**config.mk**
```make
export PLATFORM = sky130hd
export DESIGN_NAME = memory_access
export DESIGN_NICKNAME = d
export VERILOG_FILES = /design/src/rtl/memory_access_pkg.sv /design/src/rtl/memory_access_load_align.sv /design/src/rtl/memory_access.sv
export SDC_FILE = /design/constraint.sdc
export NUM_CORES = 1
export LEC_CHECK = 0
export ABC_AREA = 1
export ABC_CLOCK_PERIOD_IN_PS = 1600
export BUFFER_PORTS_ARGS = -buffer_cell sky130_fd_sc_hd__buf_2
export CAP_MARGIN = 20
export CORE_AREA = 4 4 139 141
export CTS_CLUSTER_DIAMETER = 30
export DETAILED_ROUTE_END_ITERATION = 7
export DIE_AREA = 0 0 143 145
export GPL_TIMING_DRIVEN = 0
export PLACE_DENSITY_LB_ADDON = 0.2
export SYNTH_ARGS = -nofsm -noshare
export SYNTH_HDL_FRONTEND = slang
export SYNTH_SLANG_ARGS = --single-unit
```
**constraint.sdc**
```tcl
create_clock -name clk -period 1.6 [get_ports clk]
set_input_delay 0.4 -clock clk [delete_from_list [all_inputs] [get_ports clk]]
set_output_delay 0.4 -clock clk [all_outputs]
set_load 0.05 [all_outputs]
```
**src/rtl/memory_access_pkg.sv**
```systemverilog
// Shared definitions for the memory-access stage: op encodings, FSM states and
// helper functions for lane masks, store replication and alignment checks.
package memory_access_pkg;

   typedef enum logic [3:0] {
      MEM_NONE = 4'd0,
      MEM_LB   = 4'd1,
      MEM_LH   = 4'd2,
      MEM_LW   = 4'd3,
      MEM_LBU  = 4'd4,
      MEM_LHU  = 4'd5,
      MEM_SB   = 4'd6,
      MEM_SH   = 4'd7,
      MEM_SW   = 4'd8
   } mem_op_e;

   typedef enum logic {
      ST_IDLE = 1'b0,
      ST_WAIT = 1'b1
   } state_e;

   localparam logic ENABLE  = 1'b1;
   localparam logic DISABLE = 1'b0;

   function automatic logic is_load(input logic [3:0] op);
      return (op == MEM_LB) || (op == MEM_LH) || (op == MEM_LW) ||
             (op == MEM_LBU) || (op == MEM_LHU);
   endfunction

   function automatic logic is_store(input logic [3:0] op);
      return (op == MEM_SB) || (op == MEM_SH) || (op == MEM_SW);
   endfunction

   function automatic logic is_misaligned(input logic [3:0] op, input logic [1:0] a);
      logic half, word;
      half = (op == MEM_LH) || (op == MEM_LHU) || (op == MEM_SH);
      word = (op == MEM_LW) || (op == MEM_SW);
      return (half && a[0]) || (word && (a != 2'b00));
   endfunction

   function automatic logic [3:0] byte_mask(input logic [3:0] op, input logic [1:0] a);
      logic [3:0] m;
      case (op)
         MEM_LB, MEM_LBU, MEM_SB: m = 4'b0001 << a;
         MEM_LH, MEM_LHU, MEM_SH: m = 4'b0011 << {a[1], 1'b0};
         default:                 m = 4'b1111;
      endcase
      return m;
   endfunction

   function automatic logic [31:0] store_lanes(input logic [3:0] op, input logic [31:0] d);
      logic [31:0] w;
      case (op)
         MEM_SB:  w = {4{d[7:0]}};
         MEM_SH:  w = {2{d[15:0]}};
         MEM_SW:  w = d;
         default: w = 32'd0;
      endcase
      return w;
   endfunction

endpackage

```
**src/rtl/memory_access_load_align.sv**
```systemverilog
// Combinational load formatter: picks the addressed lane out of a read word and
// sign- or zero-extends it. Kept standalone so a cache front end can reuse it.
module memory_access_load_align
   import memory_access_pkg::*;
(
   input  logic [31:0] rdata,
   input  logic [1:0]  addr_lo,
   input  logic [3:0]  op,
   output logic [31:0] result
);

   logic [7:0]  byte_v;
   logic [15:0] half_v;

   always_comb begin
      byte_v = rdata[7:0];
      case (addr_lo)
         2'd0: byte_v = rdata[7:0];
         2'd1: byte_v = rdata[15:8];
         2'd2: byte_v = rdata[23:16];
         2'd3: byte_v = rdata[31:24];
         default: byte_v = rdata[7:0];
      endcase
      half_v = addr_lo[1] ? rdata[31:16] : rdata[15:0];

      result = rdata;
      case (op)
         MEM_LB:  result = {{24{byte_v[7]}}, byte_v};
         MEM_LBU: result = {24'd0, byte_v};
         MEM_LH:  result = {{16{half_v[15]}}, half_v};
         MEM_LHU: result = {16'd0, half_v};
         default: result = rdata;
      endcase
   end

endmodule

```
**src/rtl/memory_access.sv**
```systemverilog
// Memory-access pipeline stage: issues RV32I loads/stores over a req/ack port,
// stalls upstream while waiting, and emits a one-cycle write-back pulse.
module memory_access
   import memory_access_pkg::*;
#(
   parameter int MAX_WAIT = 255
)
(
   input  logic        clk,
   input  logic        rst,
   input  logic        mem_pipeline_ctl_in,
   input  logic [31:0] alu_result,
   input  logic [31:0] store_data,
   input  logic [3:0]  mem_op,
   output logic        dmem_req,
   output logic        dmem_we,
   output logic [31:0] dmem_addr,
   output logic [3:0]  dmem_be,
   output logic [31:0] dmem_wdata,
   input  logic [31:0] dmem_rdata,
   input  logic        dmem_ack,
   output logic        mem_busy,
   output logic [31:0] wb_data,
   output logic        mem_pipeline_ctl_out,
   output logic        misaligned,
   output logic        bus_error
);

   // state   | meaning
   // ST_IDLE | accepting a new op from execute
   // ST_WAIT | request outstanding, waiting for dmem_ack or timeout

   localparam int CW = (MAX_WAIT > 1) ? $clog2(MAX_WAIT + 1) : 1;

   state_e         state_q, state_d;
   logic [CW-1:0]  cnt_q, cnt_d;
   logic [3:0]     op_q, op_d;
   logic [1:0]     addr_lo_q, addr_lo_d;
   logic           req_q, req_d;
   logic           we_q, we_d;
   logic [31:0]    addr_q, addr_d;
   logic [3:0]     be_q, be_d;
   logic [31:0]    wdata_q, wdata_d;
   logic [31:0]    wb_data_q, wb_data_d;
   logic           ctl_out_q, ctl_out_d;
   logic           misaligned_q, misaligned_d;
   logic           bus_error_q, bus_error_d;
   logic [31:0]    load_result;
   logic           timeout;

   memory_access_load_align u_load_align (
      .rdata   (dmem_rdata),
      .addr_lo (addr_lo_q),
      .op      (op_q),
      .result  (load_result)
   );

   // The ack check has priority, so an ack on the last allowed cycle still completes.
   assign timeout = (MAX_WAIT != 0) && (cnt_q == CW'(MAX_WAIT - 1));

   always_comb begin
      state_d      = state_q;
      cnt_d        = cnt_q;
      op_d         = op_q;
      addr_lo_d    = addr_lo_q;
      req_d        = req_q;
      we_d         = we_q;
      addr_d       = addr_q;
      be_d         = be_q;
      wdata_d      = wdata_q;
      wb_data_d    = wb_data_q;
      ctl_out_d    = DISABLE;
      misaligned_d = DISABLE;
      bus_error_d  = DISABLE;

      case (state_q)
         ST_IDLE: begin
            if (mem_pipeline_ctl_in) begin
               if (!is_load(mem_op) && !is_store(mem_op)) begin
                  wb_data_d = alu_result;
                  ctl_out_d = ENABLE;
               end else if (is_misaligned(mem_op, alu_result[1:0])) begin
                  wb_data_d    = 32'd0;
                  misaligned_d = ENABLE;
                  ctl_out_d    = ENABLE;
               end else begin
                  req_d     = ENABLE;
                  we_d      = is_store(mem_op);
                  addr_d    = {alu_result[31:2], 2'b00};
                  addr_lo_d = alu_result[1:0];
                  be_d      = byte_mask(mem_op, alu_result[1:0]);
                  wdata_d   = store_lanes(mem_op, store_data);
                  op_d      = mem_op;
                  cnt_d     = '0;
                  state_d   = ST_WAIT;
               end
            end
         end
         ST_WAIT: begin
            cnt_d = cnt_q + CW'(1);
            if (dmem_ack) begin
               req_d     = DISABLE;
               state_d   = ST_IDLE;
               ctl_out_d = ENABLE;
               wb_data_d = we_q ? 32'd0 : load_result;
            end else if (timeout) begin
               req_d       = DISABLE;
               state_d     = ST_IDLE;
               ctl_out_d   = ENABLE;
               bus_error_d = ENABLE;
               wb_data_d   = 32'd0;
            end
         end
         default: state_d = ST_IDLE;
      endcase
   end

   always_ff @(posedge clk) begin
      if (rst) begin
         state_q      <= ST_IDLE;
         cnt_q        <= '0;
         op_q         <= '0;
         addr_lo_q    <= '0;
         req_q        <= 1'b0;
         we_q         <= 1'b0;
         addr_q       <= '0;
         be_q         <= '0;
         wdata_q      <= '0;
         wb_data_q    <= '0;
         ctl_out_q    <= 1'b0;
         misaligned_q <= 1'b0;
         bus_error_q  <= 1'b0;
      end else begin
         state_q      <= state_d;
         cnt_q        <= cnt_d;
         op_q         <= op_d;
         addr_lo_q    <= addr_lo_d;
         req_q        <= req_d;
         we_q         <= we_d;
         addr_q       <= addr_d;
         be_q         <= be_d;
         wdata_q      <= wdata_d;
         wb_data_q    <= wb_data_d;
         ctl_out_q    <= ctl_out_d;
         misaligned_q <= misaligned_d;
         bus_error_q  <= bus_error_d;
      end
   end

   assign mem_busy             = (state_q == ST_WAIT);
   assign dmem_req             = req_q;
   assign dmem_we              = we_q;
   assign dmem_addr            = addr_q;
   assign dmem_be              = be_q;
   assign dmem_wdata           = wdata_q;
   assign wb_data              = wb_data_q;
   assign mem_pipeline_ctl_out = ctl_out_q;
   assign misaligned           = misaligned_q;
   assign bus_error            = bus_error_q;

endmodule
```
==> results.ini, run 1 <==
[outcome]
status=finished, violations left
violations=negative setup slack

[power_and_ir_drop]
irDropWorstVdd_mv=0.803
leakagePower_nw=4.75
power_density_nw_per_um2=1070

[layout]
fillCellCount=1870
final_layout_size_suffix_gt1_frac=0.331
ff_latch_area_um2=2390
area_growth_pct=49.2
multi_input_area_um2=3460
nNetsFinal=1336

[drt]
ant_nets=0
dr.pass1.iters=5
drc=0
drt-total-wl_um=22900
via_per_inst=4.79
drt_iter0_markers=484
vias=7059
wl_per_cell_um=15.5

[sta]
rsz0062_at_grt=yes
fin_hold_ws_ns=0.190
fmax_mhz=600
fin_crit_ns=1.67
hold_viol=0
finalSetupViolations=20
slew_violations=0
setup_slack_ns=-0.0658
maxSlewHeadroom=0.561
clock_skew_ns=0.0186
post-route-period-util=1.04
worstMarginPinSlew_ns=0.654
fin_tns_setup_ns=-0.655

[die]
die_width_um=143
io_pins=210
num_rows=49
die_area_um2=20700
start_util=0.337
dieHeight_um=145
coreArea_um2=18000

[worst_hold_path]
holdPathStages=3
min_from=alu_result[20]
holdPathEnd=dmem_addr[20]
hp-class=primary input to flop

[global_routing]
grt_pass1_vias=6524
grt_use_total=0.205
grt_pass1_wl_um=34200
grt_remaining_overflow=0
grt_max_degree=17
grt_antenna_before_repair=2

[synthesis]
ys_types=32
syn_area_per_cell_um2=6.29
netlist_area_um2=6050
synth_cells=961
synth_fa_ha_area_frac=0.00414
synthXorXnorAreaFrac=0.00145
yosysWarnings=0
synthMuxAreaShare=0
synth_top_family_by_area=simple AND/OR/NAND/NOR gates
synth_compound_area_frac=0.0925
synth_seq_cells=118
seq_area_frac_synth=0.391
synthSimpleGateAreaFrac=0.428

[clock_tree]
cts-htree-levels=4
clockRootBuffer=clkbuf_16
clk_pin_slew_ns=0.06
hold_buffers=0
cts_buffer_depth=2
clock_latency_ns=0.43
clock_sinks=118
tritoncts=done
cts_made_buffers=17

[placement]
dp_hpwl_um=16300
numPortBuffers=206
pre_cts_slack_ns=-0.600
gp_congestion=0.880

[setup_path]
path_common_cell=buf_12
crit_required_ns=1.95
cp-end-kind=flop
r2r_end=wb_data[29]
worstRegToRegCells=10
critPathBufInv=2
regToRegSetupSlack_ns=-0.07
slowest_stage=dfxtp_2
path_class=flop to flop
max_stage_delay_ns=0.35
r2r_start=cnt_q[5]
crit_arrival_ns=2.02
cp_cell_sequence=nand2_1, nor2_4, nand3_4, a21oi_2, nand2_2, nand2_8, buf_12, buf_12, o21ai_2, nor2_1
path_delay_family=simple AND/OR/NAND/NOR gates
worst_setup_path_start_kind=flop
cp_max_fo=7

[flow_run]
maxCapViolCount=0

## metrics by stage
stage | instances | power [mW] | area, um2 | utilization
final | 1473 | 9.69 | 9020 | 0.502
after global routing | 1472 | 10.1 | 9020 | 0.502
after CTS | 1436 | 9.41 | 8250 | 0.459
after global placement | 1397 | 5.19 | 7400 | 0.412
after detailed placement | 1397 | 5.20 | 7400 | 0.412
after floorplan | 962 | 4.59 | 6080 | -
## cells by family after synthesis
kind of cell,Yosys count
compound gates,95
buf+inv,116
fa+ha+maj,2
simple gates,628
flops,118
other cells,1
xor+xnor,1
## cell usage after synthesis
cell / count / share of area
nand2_1: 404 / 0.25
dfxtp_1: 118 / 0.39
nand3_1: 99 / 0.082
nor2_1: 97 / 0.060
inv_1: 57 / 0.035
o21ai_0: 36 / 0.030
a21oi_1: 32 / 0.026
buf_2: 25 / 0.021
o21bai_1: 16 / 0.020
clkbuf_1: 15 / 0.0093
nand4_1: 9 / 0.0093
a32o_1: 8 / 0.013
inv_2: 7 / 0.0043
buf_4: 6 / 0.0074
buf_1: 4 / 0.0025
nor2_2: 4 / 0.0041
or2_2: 4 / 0.0041
nor2_4: 3 / 0.0056
ha_1: 2 / 0.0041
nor3_1: 2 / 0.0017
o21ai_1: 2 / 0.0017
a31o_2: 1 / 0.0014
buf_6: 1 / 0.0019
clkinv_1: 1 / 0.00062
conb_1: 1 / 0.00062
nand2_2: 1 / 0.0010
nand3_2: 1 / 0.0017
nand3b_2: 1 / 0.0019
nor2_8: 1 / 0.0033
nor3_2: 1 / 0.0017
nor4_1: 1 / 0.0010
xnor2_1: 1 / 0.0014
## how the worst max path moves through the flow
stage          slack, ns  depth (start not counted)      start       endpoint
2_1_floorplan      -0.02                         13  mem_op[1]  dmem_addr[10]
3_3_place_gp       -0.54                         11  mem_op[0]    wb_data[31]
3_5_place_dp       -0.60                         12  mem_op[2]  dmem_addr[17]
4_1_cts           -0.002                         10   cnt_q[3]    wb_data[29]
5_1_grt            -0.11                         10   cnt_q[5]    wb_data[30]
6_report           -0.07                         10   cnt_q[5]    wb_data[29]
## where the power goes
group	internal, mW	switching (mW)	total (mW)
sequential	3.10	0.0889	3.19
combinational	0.801	1.57	2.37
clock	2.61	1.52	4.13
## layout by cell type (no fill, tap or decap), types with 9 or more instances in the layout
master	n
a21oi_1	31
buf_2	211
buf_4	34
buf_6	19
clkbuf_16	23
dfxtp_1	106
inv_1	50
nand2_1	387
nand2_2	12
nand3_1	96
nand4_1	9
nor2_1	78
nor2_2	15
nor2_4	12
o21ai_0	32
o21bai_1	15
## registers in the layout, indices dropped and copies added (netlist names)
signal	count
wb_data	32
dmem_we	1
mem_pipeline_ctl_out	1
dmem_wdata	32
cnt_q	8
addr_lo_q	2
dmem_be	4
op_q	4
dmem_req	1
bus_error	1
dmem_addr	30
mem_busy	1
misaligned	1
## layout make-up
type	count	share of cell area
well taps	229	0.0318
inverters	65	0.0295
diodes	2	0.000555
clock inverters	14	0.0223
multi-input cells	729	0.383
flip-flops and latches	118	0.265
clock buffers	17	0.0472
plain buffers	51	0.0510
repair buffers	248	0.169
## worst register-to-register path: stages (launching register included)
cell and delay (ns):
dfxtp_2 0.35, nand2_1 0.11, nor2_4 0.14, nand3_4 0.11
a21oi_2 0.17, nand2_2 0.11, nand2_8 0.14, buf_12 0.17
buf_12 0.13, o21ai_2 0.05, nor2_1 0.13
## metal layers
layer | wire (um) | vias up | share of wire | GRT usage
li1 | - | 3586 | - | -
met1 | 10200 | 3166 | 0.45 | 0.275
met2 | 10300 | 259 | 0.45 | 0.319
met3 | 1810 | 46 | 0.079 | 0.0609
met4 | 541 | 2 | 0.024 | 0.0608
met5 | 9 | - | 0.00039 | 0
## what timing repair did
item                                    in CTS  in global routing
setup buffers                                8                 25
endpoints found under the setup margin      93                108
gates resized for setup                     49                132
pin swaps                                    8                 42
cloned                                       0                 10
Note: power is estimated with default switching activity, not from simulation.
==> run 2, diff against run 1 <==
--- a/config.mk
+++ b/config.mk
@@ -9,10 +9,10 @@
 export ABC_CLOCK_PERIOD_IN_PS = 1600
 export BUFFER_PORTS_ARGS = -buffer_cell sky130_fd_sc_hd__buf_2
 export CAP_MARGIN = 20
-export CORE_AREA = 4 4 139 141
+export CORE_AREA = 2 2 152 169
 export CTS_CLUSTER_DIAMETER = 30
 export DETAILED_ROUTE_END_ITERATION = 7
-export DIE_AREA = 0 0 143 145
+export DIE_AREA = 0 0 154 171
 export GPL_TIMING_DRIVEN = 0
 export PLACE_DENSITY_LB_ADDON = 0.2
 export SYNTH_ARGS = -nofsm -noshare
==> run 2 against run 1 <==
  * The run now ends clean
  * Wire length rose by 5.3%
  * Sequential power barely moved
  * Via count fell by 2.5%
  * Critical endpoint is now wb_data[16]
  * Highest routed layer is now met4
  * Combinational power fell by 3%
  * Cell count rose by 5.5%
  * Critical path type unchanged
  * Global-route usage fell by 2.5 points
==> results.ini, run 2 (synthesized netlist as in run 1, its figures left out) <==
[layout]
post_layout_nonfiller_instances=1554  ; +5.5%
fillCellCount=2749  ; +47%
ff_latch_area_um2=2390  ; -0.16%
fin_util=0.361  ; -0.141
area_growth_pct=48.2
num_antenna_cells=0  ; -2
final_common_cell=nand2_1
final_layout_size_suffix_gt1_frac=0.328  ; -0.00323
nNetsFinal=1332  ; -0.30%
layout_common_cells=nand2_1 (384), buf_2 (210), dfxtp_1 (105)
multi_input_area_um2=3420  ; -1.0%

[sta]
finalSetupViolations=0  ; -100%
maxSlewHeadroom=0.499  ; -0.0615
fin_crit_ns=1.56  ; -0.104 ns
clock_skew_ns=0.0114  ; -0.00715 ns
setup_slack_ns=0.0382  ; +0.104 ns
worstMarginPinSlew_ns=0.751  ; +0.0967 ns
rsz0062_at_grt=yes
post-route-period-util=0.976  ; -0.0650
slew_violations=0  ; unchanged
fmax_mhz=640  ; +6.7%
fin_hold_ws_ns=0.182  ; -0.00841 ns
hold_viol=0  ; unchanged

[drt]
ant_nets=0  ; unchanged
vias=6879  ; -2.5%
drt-total-wl_um=24100  ; +5.3%
drt_iter0_markers=355  ; -27%
drc=0  ; unchanged
wl_per_cell_um=15.5  ; -0.16%
via_per_inst=4.43  ; -7.6%
dr.pass1.iters=4  ; -1

[global_routing]
grt_pass1_vias=6741  ; +3.3%
grt_pass1_wl_um=36700  ; +7.4%
grt_max_degree=17  ; unchanged
grt_remaining_overflow=0  ; unchanged
grt_use_total=0.180  ; -0.0251
grt_antenna_before_repair=1  ; -1

[placement]
pre_cts_slack_ns=-0.612  ; -0.0126 ns
gp_congestion=0.863  ; -2.0%
dp_hpwl_um=18000  ; +10%
dp_cells=1483  ; +6.2%
numPortBuffers=206  ; unchanged

[die]
coreArea_um2=24800  ; +38%
die_width_um=154  ; +7.7%
io_pins=210  ; unchanged
die_area_um2=26300  ; +27%
start_util=0.244  ; -0.0928
dieHeight_um=171  ; +18%
num_rows=61  ; +24%

[setup_path]
crit_required_ns=1.91  ; -0.04 ns
r2r_end=wb_data[16]
endpoint=wb_data[16]
crit_start=cnt_q[4]
regToRegSetupSlack_ns=0.04  ; +0.10 ns
slowest_stage=dfxtp_2
path_class=flop to flop
worstRegToRegCells=11  ; +1
cp_cell_sequence=nand2_4, nor2_4, nand3_4, a21oi_2, nand2_2, nand2_4, buf_8, buf_6, nand2_1, nor2_1, nor2_1
cp_max_fo=5  ; -2
max_stage_delay_ns=0.35  ; about the same
worst_setup_path_start_kind=flop
crit_arrival_ns=1.87  ; -0.15 ns
cp-end-kind=flop
r2r_start=cnt_q[4]

[clock_tree]
cts_made_buffers=17  ; unchanged
tritoncts=done
clock_sinks=118  ; unchanged
cts_buffer_depth=2  ; unchanged
cts-htree-levels=4  ; unchanged
clk_pin_slew_ns=0.06  ; about the same
clockRootBuffer=clkbuf_16
clock_latency_ns=0.43  ; about the same

[power_and_ir_drop]
leakagePower_nw=4.70  ; -1.1%
finalPower_mw=9.54  ; -1.5%
irDropWorstVdd_mv=0.656  ; -18%
power_density_nw_per_um2=1070  ; -0.80%

[worst_hold_path]
hp-class=primary input to flop

[outcome]
status=finished clean

[flow_run]
maxCapViolCount=0  ; unchanged

==> run 2: changes by cell type in the layout (fill, tap and decap cells not counted), sizes merged <==
cell      before  now
buf          279  277
clkinv         8    6
clkinvlp       2    1
diode          2    0
bufinv         4    2
inv           65   70
clkbuf        37   36
==> run 2: per-stage QoR <==
| step | cell area, um2 | TNS [ns] |
|---|---|---|
| floorplan | 6080 | -0.536 |
| detailed placement | 7510 | -55.97 |
| global placement | 7510 | -53.34 |
| global route | 8960 | -0.920 |
| CTS | 8490 | -0.00531 |
| finish | 8960 | 0 |
==> run 2: worst min path at each step <==
stage,cells after the start,slack [ns],to,start
after floorplan,2,0.44,op_q[3],op_q[3]
after global placement,2,0.43,dmem_wdata[29],dmem_wdata[29]
after detailed placement,2,0.43,dmem_wdata[30],dmem_wdata[30]
after CTS,3,0.18,dmem_addr[29],alu_result[29]
after global routing,3,0.18,dmem_addr[23],alu_result[23]
final,3,0.18,dmem_addr[14],alu_result[14]
==> run 2: critical path: cells and delay by family, from the launching register on <==
| kind | cells | cell delay (ns) |
|---|---|---|
| buf+inv | 2 | 0.28 |
| flops | 1 | 0.35 |
| simple gates | 8 | 0.67 |
| compound gates | 1 | 0.14 |
==> run 2: routing by layer <==
metal,global-route usage,vias up,routed length (um),part of all wire
met5,0,-,0,0
met4,0.0463,0,240,0.010
met3,0.0484,15,1430,0.059
met2,0.314,198,11600,0.48
met1,0.220,3088,10800,0.45
li1,-,3578,-,-
==> run 2: cell type report <==
type / instances / area share
Timing Repair Buffer: 244 / 0.161
Multi-Input combinational cell: 729 / 0.382
Tap cell: 315 / 0.0440
Clock buffer: 18 / 0.0503
Sequential cell: 118 / 0.267
Buffer: 51 / 0.0476
Clock inverter: 14 / 0.0180
Inverter: 65 / 0.0295
==> run 2: what timing repair did <==
item	CTS	global route
pin swaps	13	29
gates resized for setup	71	91
setup endpoints to repair	93	100
cloned	2	5
buffers inserted	14	18
hold buffers	0	0
==> run 2: where the power goes <==
part / total (mW) / switching, mW / leakage, nW / internal (mW)
sequential: 3.19 / 0.0892 / 0.970 / 3.10
clock: 4.05 / 1.61 / 0.301 / 2.43
combinational: 2.30 / 1.55 / 3.43 / 0.757
